$ cat src/rtl/mdu_iterative_if.sv
// Execute-stage handshake bundle between the pipeline and the iterative multiply/divide unit.
// The pipeline drives the request side; the unit returns busy, done and result.
interface mdu_iterative_if #(
  parameter int WIDTH = 32
);
  logic             start;
  logic [2:0]       op;
  logic [WIDTH-1:0] rda;
  logic [WIDTH-1:0] rdb;
  logic             flush;
  logic             busy;
  logic             done;
  logic [WIDTH-1:0] result;

  modport master (
    output start, op, rda, rdb, flush,
    input  busy, done, result
  );

  modport slave (
    input  start, op, rda, rdb, flush,
    output busy, done, result
  );
endinterface

$ cat src/rtl/mdu_iterative.sv
// Iterative RV32M multiply/divide unit: shift-add multiply, restoring divide, fixed WIDTH+1 cycle latency.
// The operands are held as magnitudes while iterating, and the sign is applied once in FIN.
module mdu_iterative #(
  parameter int WIDTH = 32
) (
  input  logic           clk,
  input  logic           nrst,
  mdu_iterative_if.slave bus
);
  localparam int CW = $clog2(WIDTH);

  typedef enum logic [1:0] {IDLE, CALC, FIN} state_t;

  state_t             r_state;
  logic [CW-1:0]      r_cnt;
  logic [2:0]         r_op;
  logic               r_neg;
  logic [WIDTH-1:0]   r_divisor;
  logic [2*WIDTH-1:0] r_acc;
  logic               r_busy;
  logic [WIDTH-1:0]   r_result;

  logic               w_sgn_a;
  logic               w_sgn_b;
  logic               w_neg_a;
  logic               w_neg_b;
  logic               w_res_neg;
  logic [WIDTH-1:0]   w_mag_a;
  logic [WIDTH-1:0]   w_mag_b;
  logic [WIDTH:0]     w_add;
  logic [WIDTH:0]     w_trial;
  logic [2*WIDTH-1:0] w_step;
  logic [2*WIDTH-1:0] w_prod;
  logic [WIDTH-1:0]   w_fin;
  logic               w_done;

  always_comb begin
    w_sgn_a = 1'b0;
    w_sgn_b = 1'b0;
    case (bus.op)
      3'd0, 3'd1, 3'd4, 3'd6: begin
        w_sgn_a = 1'b1;
        w_sgn_b = 1'b1;
      end
      3'd2:    w_sgn_a = 1'b1;
      default: ;
    endcase
  end

  assign w_neg_a = w_sgn_a & bus.rda[WIDTH-1];
  assign w_neg_b = w_sgn_b & bus.rdb[WIDTH-1];
  assign w_mag_a = w_neg_a ? -bus.rda : bus.rda;
  assign w_mag_b = w_neg_b ? -bus.rdb : bus.rdb;

  // A zero divisor yields an all-ones quotient that must not be negated.
  always_comb begin
    if (!bus.op[2])
      w_res_neg = w_neg_a ^ w_neg_b;
    else if (bus.op[1])
      w_res_neg = w_neg_a;
    else
      w_res_neg = (w_neg_a ^ w_neg_b) & (|bus.rdb);
  end

  assign w_add   = {1'b0, r_acc[2*WIDTH-1:WIDTH]} + (r_acc[0] ? {1'b0, r_divisor} : '0);
  assign w_trial = r_acc[2*WIDTH-1:WIDTH-1] - {1'b0, r_divisor};

  always_comb begin
    if (!r_op[2])
      w_step = {w_add, r_acc[WIDTH-1:1]};
    else if (!w_trial[WIDTH])
      w_step = {w_trial[WIDTH-1:0], r_acc[WIDTH-2:0], 1'b1};
    else
      w_step = {r_acc[2*WIDTH-2:WIDTH-1], r_acc[WIDTH-2:0], 1'b0};
  end

  assign w_prod = r_neg ? -r_acc : r_acc;

  always_comb begin
    w_fin = '0;
    if (!r_op[2])
      w_fin = (r_op[1:0] == 2'd0) ? w_prod[WIDTH-1:0] : w_prod[2*WIDTH-1:WIDTH];
    else if (r_op[1])
      w_fin = r_neg ? -r_acc[2*WIDTH-1:WIDTH] : r_acc[2*WIDTH-1:WIDTH];
    else
      w_fin = r_neg ? -r_acc[WIDTH-1:0] : r_acc[WIDTH-1:0];
  end

  always_ff @(posedge clk or negedge nrst) begin
    if (!nrst) begin
      r_state   <= IDLE;
      r_cnt     <= '0;
      r_op      <= '0;
      r_neg     <= 1'b0;
      r_divisor <= '0;
      r_acc     <= '0;
      r_busy    <= 1'b0;
      r_result  <= '0;
    end else begin
      case (r_state)
        IDLE: begin
          if (bus.start && !bus.flush) begin
            r_op      <= bus.op;
            r_neg     <= w_res_neg;
            r_divisor <= bus.op[2] ? w_mag_b : w_mag_a;
            r_acc     <= {{WIDTH{1'b0}}, (bus.op[2] ? w_mag_a : w_mag_b)};
            r_cnt     <= CW'(WIDTH - 1);
            r_busy    <= 1'b1;
            r_state   <= CALC;
          end
        end
        CALC: begin
          if (bus.flush) begin
            r_busy  <= 1'b0;
            r_state <= IDLE;
          end else begin
            r_acc <= w_step;
            r_cnt <= r_cnt - CW'(1);
            if (r_cnt == '0) begin
              r_busy  <= 1'b0;
              r_state <= FIN;
            end
          end
        end
        FIN: begin
          if (!bus.flush)
            r_result <= w_fin;
          r_state <= IDLE;
        end
        default: r_state <= IDLE;
      endcase
    end
  end

  // done and the presented result are gated so a flush in the FIN cycle can still cancel them.
  assign w_done     = (r_state == FIN) && !bus.flush;
  assign bus.busy   = r_busy;
  assign bus.done   = w_done;
  assign bus.result = w_done ? w_fin : r_result;
endmodule

$ cat src/flat_wrapper.sv
// flat-port wrapper written by rule: the top's interface ports become plain ports
module mdu_iterative_flat 
#(
  parameter int WIDTH = 32
)
  (clk, nrst, bus_start, bus_op, bus_rda, bus_rdb, bus_flush, bus_busy, bus_done, bus_result);
  mdu_iterative_if #(.WIDTH(WIDTH)) bus_i ();
  input  logic clk;
  input  logic nrst;
  input wire logic [$bits(bus_i.start)-1:0] bus_start;
  input wire logic [$bits(bus_i.op)-1:0] bus_op;
  input wire logic [$bits(bus_i.rda)-1:0] bus_rda;
  input wire logic [$bits(bus_i.rdb)-1:0] bus_rdb;
  input wire logic [$bits(bus_i.flush)-1:0] bus_flush;
  output wire logic [$bits(bus_i.busy)-1:0] bus_busy;
  output wire logic [$bits(bus_i.done)-1:0] bus_done;
  output wire logic [$bits(bus_i.result)-1:0] bus_result;
  assign bus_i.start = bus_start;
  assign bus_i.op = bus_op;
  assign bus_i.rda = bus_rda;
  assign bus_i.rdb = bus_rdb;
  assign bus_i.flush = bus_flush;
  assign bus_busy = bus_i.busy;
  assign bus_done = bus_i.done;
  assign bus_result = bus_i.result;
  mdu_iterative #(.WIDTH(WIDTH)) u_core (.clk(clk), .nrst(nrst), .bus(bus_i));
endmodule
$ cat config.mk
export PLATFORM = sky130hd
export DESIGN_NAME = mdu_iterative_flat
export DESIGN_NICKNAME = d
export VERILOG_FILES = /design/src/rtl/mdu_iterative_if.sv /design/src/rtl/mdu_iterative.sv /design/src/flat_wrapper.sv
export SDC_FILE = /design/constraint.sdc
export NUM_CORES = 1
export LEC_CHECK = 0
export CORE_ASPECT_RATIO = 0.8
export CORE_MARGIN = 3
export CORE_UTILIZATION = 62
export CTS_BUF_LIST = sky130_fd_sc_hd__clkbuf_8
export DETAILED_ROUTE_END_ITERATION = 8
export PLACE_DENSITY_LB_ADDON = 0.3
export SYNTH_ARGS = -nofsm -noshare
export SYNTH_HDL_FRONTEND = slang
export SYNTH_SLANG_ARGS = --single-unit
$ cat constraint.sdc
create_clock -name clk -period 4.7 [get_ports clk]
set_input_delay 0.94 -clock clk [delete_from_list [all_inputs] [get_ports clk]]
set_output_delay 0.94 -clock clk [all_outputs]
set_load 0.005 [all_outputs]
Yosys cells after proc, flatten, opt, wreduce, memory -nomap -nowiden
Cells that the tools add are included.
Widths: inputs -> output; s select.
{"block": "word_totals", "ff_bits": 140, "out_inout_bits": 34, "elab_cells": 78}
{"block": "classes", "n_addsub": 8, "eq_ne": 9, "n_mux": 32, "bitwise_logic": 5, "reduce_logical": 16}
{"op": "$mux 32", "count": 11}
{"op": "$mux 64", "count": 5}
{"op": "$neg 32->32", "count": 4}
{"op": "$pmux 64 s2", "count": 1}
{"op": "$neg 64->64", "count": 1}
{"op": "$add 32x33->33", "count": 1}
{"op": "$sub 33x32->33", "count": 1}
{"op": "$reduce_or 32->1", "count": 1}
{"op": "$mux 5", "count": 2}
{"op": "$pmux 5 s2", "count": 1}
{"op": "$mux 1", "count": 7}
{"op": "$eq 3x3->1 const B", "count": 2}
{"op": "$mux 2", "count": 3}
{"op": "$reduce_and 2->1", "count": 3}
{"op": "$reduce_and 3->1", "count": 2}
{"op": "$logic_not 5->1", "count": 1}
{"op": "$reduce_or 5->1", "count": 1}
{"op": "$sub 5x1->5 const B", "count": 1}
{"op": "$logic_not 2->1", "count": 2}
{"op": "$pmux 2 s2", "count": 1}
{"op": "$reduce_or 4->1", "count": 1}
{"op": "$and 1x1->1", "count": 3}
{"op": "$eq 3x1->1 const B", "count": 1}
{"op": "$eq 3x2->1 const B", "count": 1}
{"op": "other kinds (12)", "count": 13}

Logic depth before layout (Yosys ltp)
{"block": "depth", "ltp_word": 8, "mapped_depth": 14, "ltp_nobuf": 13}

Least setup slack after synthesis
Ideal clock, no wire load.
{"block": "synth_path", "path_kind": "flip-flop to output port", "start": "register u_core.r_acc[32]", "end": "output port bus_result[30]", "arrival_ps": 3226, "t_required_ps": 3760, "slack_ps": 534, "path_stages_with_launch": 12, "path_buffers": 0, "path_cell_list": "dfrtp_1 inv_1 ha_1 or3b_1 nor4b_2 nand2_1 or4_1 or4_1 o21ai_1 xor2_1 a222oi_1 mux2_2"}
{"block": "synth_via", "elab_chain_len": 5}
{"item": "start: declaration", "line_no": "mdu_iterative.sv:19", "source": "logic [2*WIDTH-1:0] r_acc;"}
{"item": "start signal: assignment", "line_no": "mdu_iterative.sv:106", "source": "r_acc <= {{WIDTH{1'b0}}, (bus.op[2] ? w_mag_a : w_mag_b)};"}
{"item": "start signal: assignment", "line_no": "mdu_iterative.sv:117", "source": "r_acc <= w_step;"}
{"item": "$neg 64->64 / $neg 32->32 (equally long branches)", "line_no": "mdu_iterative.sv:77, mdu_iterative.sv:84"}
{"item": "$mux 64 / $mux 32 (equally long branches)", "line_no": "mdu_iterative.sv:77, mdu_iterative.sv:84"}
{"item": "$mux 32 (on tied branches)", "line_no": "mdu_iterative.sv:82, mdu_iterative.sv:83"}
{"item": "$mux 32 (*)", "line_no": "mdu_iterative.sv:81", "source": "if (!r_op[2])"}
{"item": "$mux 32 (*)", "line_no": "mdu_iterative.sv:139", "source": "assign bus.result = w_done ? w_fin : r_result;"}
{"item": "end: declaration", "line_no": "flat_wrapper.sv:17", "source": "output wire logic [$bits(bus_i.result)-1:0] bus_result;"}
Mark *: on every way between the ends. The rest lies on a longest branch, timed or not.

Worst setup path after layout
{"block": "layout_path", "start": "register u_core.r_acc[58]", "end": "output port bus_result[31]"}
The elaborated chain is that of the path after synthesis.

==> run_results.csv <==
group,metric,value,unit
global_routing,grt_max_degree,92,
sta,max_freq,210,MHz
critical_path,r2r_slack,0.35,ns
critical_path,ff2ff_path_depth,15,
sta,fin_ws,-0.0523,ns
power,p_seq_share,18.8,%
die,die_h,141,um
sta,drv_slew,0,
detailed_routing,dr.pass1.iters,9,
critical_path,regToRegEndpoint,"u_core.r_acc[63]",
sta,period_needed,4.75,ns
hold_path,min_to,"u_core.r_result[9]",
cts,cts_sinks,140,
cts,tritoncts,"yes",
global_routing,grt_pass1_vias,14200,
power,clock_power_share,10.7,%
die,die_w,174,um
cts,hold_buffers,0,
cts,htreeDepth,4,
power,powerDensity,610,nW/um2
synthesis,netlist_top_cells_area,"dfrtp_1 (25%), o21ai_0 (7.9%), xnor2_1 (7.1%)",
finish,num-fill-cells,1692,
placed_design,routabilityCongestion,1.01,
power,ir_drop,0.000594,V
synthesis,synth_largest_area_cell,"dfrtp_1",
sta,skew,0.0187,ns
critical_path,cp-startpoint,"u_core.r_acc[58]",
cts,worst_skew_pair.late_latency,0.49,ns
cts,clk_root_buffer_cell,"clkbuf_8",
synthesis,synthFlopType,"dfrtp_1",
finish,layout_commonest_cell,"nand2_1",
power,power_switching,5270,uW
synthesis,yosysTopAreaCellShare,25.0,%
critical_path,regToRegStartpoint,"u_core.r_acc[0]",
hold_path,hold_path_startpoint,"u_core.r_result[9]",
synthesis,synthArstFlopShare,100,%
synthesis,ys_seq_area_share,25.0,%
sta,rsz0062_at_grt,"yes",
cts,cts.reportedPaths.clkPinSlew,0.10,ns
critical_path,crit_required,3.76,ns
detailed_routing,ant_nets,0,
cts,cts_buffers,17,
die,row_count,48,
power,intPower,4890,uW
power,swShare,51.9,%
synthesis,yosys_register_bits,140,
synthesis,synth_cells,1866,
synthesis,avgSynthCellArea,7.52,um2
power,p_total,10200,uW
synthesis,synth_cell_types,74,
sta,finalHoldViolations,0,
detailed_routing,viasPerCell,6.74,
sta,setup_viol,4,
critical_path,crit_arrival,3.81,ns
die,start_util,64.0,%
power,combPwrFrac,70.5,%
synthesis,ys_warn_count,0,
global_routing,grt_util_all_layers,40.8,%
global_routing,overflow,0,
placed_design,hpwlAfterDp,38600,um
sta,worst_pin_slew,1.08,ns
sta,max_slew_margin,27.7,%
detailed_routing,wl_per_cell,22.7,um
critical_path,cp-start-kind,"flip-flop",
finish,final_nets,2122,
sta,min_period_over_period,101,%
flow_run,maxCapViolCount,0,
global_routing,grt_antenna_before_repair,2,
power,p_leak,0.00721,uW
detailed_routing,drcViolationCount,1,
cts,clockBufferDepth,2,
detailed_routing,route.vias.total,15500,
detailed_routing,drt_iter0_drc,2089,
critical_path,path_max_fanout,3,
die,coreArea,21900,um2
hold_path,min_path_cells,2,
die,die_area,24500,um2
synthesis,synth-edff-count,0,
global_routing,grt_first_pass_wirelength,79100,um
critical_path,crit_type,"flip-flop to output pin",
finish,drive_above_1_share,12.6,%
hold_path,hp-class,"flip-flop to flip-flop",
finish,syn_to_final_growth,18.7,%
synthesis,syn-cell-area,14000,um2
detailed_routing,wl,52100,um
finish,final_cell_mix,"nand2_1 (207), o21ai_0 (190), nor2_1 (175), a21oi_1 (141), dfrtp_1 (132)",
placed_design,io_buffers,104,
run_status,violations,"design-rule violations, negative setup slack",
critical_path,end_kind,"output pin",
run_status,outcome,"finished, violations left",
synthesis,synth_nets,2009,
placed_design,place_ws,0.0542,ns
die,ios,105,
per-stage QoR:
| stage | TNS, ns | cells | util (%) | instance area [um2] | hold slack [ns] |
|---|---|---|---|---|---|
| after floorplan | 0 | 1866 | - | 14000 | 0.449 |
| after global placement | 0 | 2230 | 71.4 | 15700 | 0.457 |
| after detailed placement | 0 | 2230 | 71.4 | 15700 | 0.465 |
| after CTS | -0.214 | 2274 | 74.5 | 16300 | 0.474 |
| after global routing | -1.13 | 2292 | 75.9 | 16600 | 0.513 |
| final | -0.139 | 2293 | 76.0 | 16600 | 0.491 |
worst max-delay path, stage by stage, from the launching register on:
cell             delay, ns
dfrtp_1               0.40
or4_1                 0.69
or3_1                 0.43
o41ai_1               0.42
a21boi_0              0.30
xnor2_1               0.09
o22ai_1               0.16
a21oi_1               0.07
o21ai_0               0.23
clkdlybuf4s50_1       0.55
registers in the layout, indices dropped and copies added (netlist names):
signal / flops
u_core.r_result: 32
u_core.r_cnt: 5
u_core.r_neg: 1
u_core.r_acc: 64
u_core.r_op: 3
u_core.r_state: 2
u_core.bus.busy: 1
u_core.r_divisor: 32
power groups by stage:
stage	registers, uW	logic [uW]	clock network (uW)
final	1910	7160	1080
after global routing	1940	7680	1130
after CTS	1870	6710	1080
after detailed placement	1890	6430	0
after global placement	1860	6330	0
after floorplan	1800	4520	0
layer usage:
layer	vias up	track usage [%]	share of wire [%]
li1	6976	-	-
met1	7263	56.0	40
met2	1038	59.9	42
met3	176	13.6	14
met4	4	15.4	4.4
met5	-	0	0.16
kinds of logic (layout without fill, tap and decap cells):
logic type                 after synthesis  in the layout  synth area share [%]
and+or+nand+nor                        592            592                  19.8
other                                    0              1                     0
muxes                                   61             61                  4.52
adders and majority gates               72             72                  6.53
buffers and inverters                  195            321                  5.40
xor gates and xnor gates               177            177                  11.0
AOI/OAI and AO/OA                      629            629                  27.7
DFF                                    140            140                  25.0
how the worst max path moves through the flow:
stage | to | slack (ns) | cells after the start
detailed placement | bus_result[30] | 0.05 | 12
floorplan | bus_result[30] | 0.53 | 11
finish | bus_result[31] | -0.05 | 9
CTS | bus_result[30] | -0.13 | 12
global route | bus_result[1] | -0.19 | 12
global placement | bus_result[30] | 0.08 | 12
cell type report:
class | instances | area (um2) | area share [%]
clock inverter | 15 | 185 | 1.11
tap | 300 | 375 | 2.25
sequential | 140 | 3510 | 21.1
antenna | 1 | 2.50 | 0.0150
clock buffer | 17 | 234 | 1.41
inverter | 71 | 267 | 1.60
multi-input combinational | 1531 | 10100 | 60.8
timing repair buffer | 218 | 1940 | 11.7
cell usage after synthesis (all sizes together) (4+ instances only):
cell type,count
a222oi,4
o211ai,17
o41ai,14
a221oi,5
inv,70
and2,12
o221ai,15
a2111oi,4
or4,24
a21oi,143
nand2,209
dfrtp,140
xnor2,113
o22ai,14
xor2,64
mux2,9
nand2b,21
o21bai,5
a21boi,11
nor3,34
a21o,24
nand4,17
nor2,177
o21a,13
clkbuf,112
o22a,8
mux2i,51
a211oi,18
nand3b,8
nand3,22
o2111ai,4
nor2b,8
o21ai,234
nor4,16
and3,7
o31ai,28
or2,6
a22oi,20
a31oi,18
a221o,6
or3,24
a211o,5
ha,70
buf,12
timing repair:
action / CTS / global route
pin swaps: 19 / 25
cloned: 0 / 1
endpoints found under the setup margin: 25 / 27
gates resized for setup: 60 / 78
buffers inserted: 12 / 18
Power figures use the tool's default switching activity.
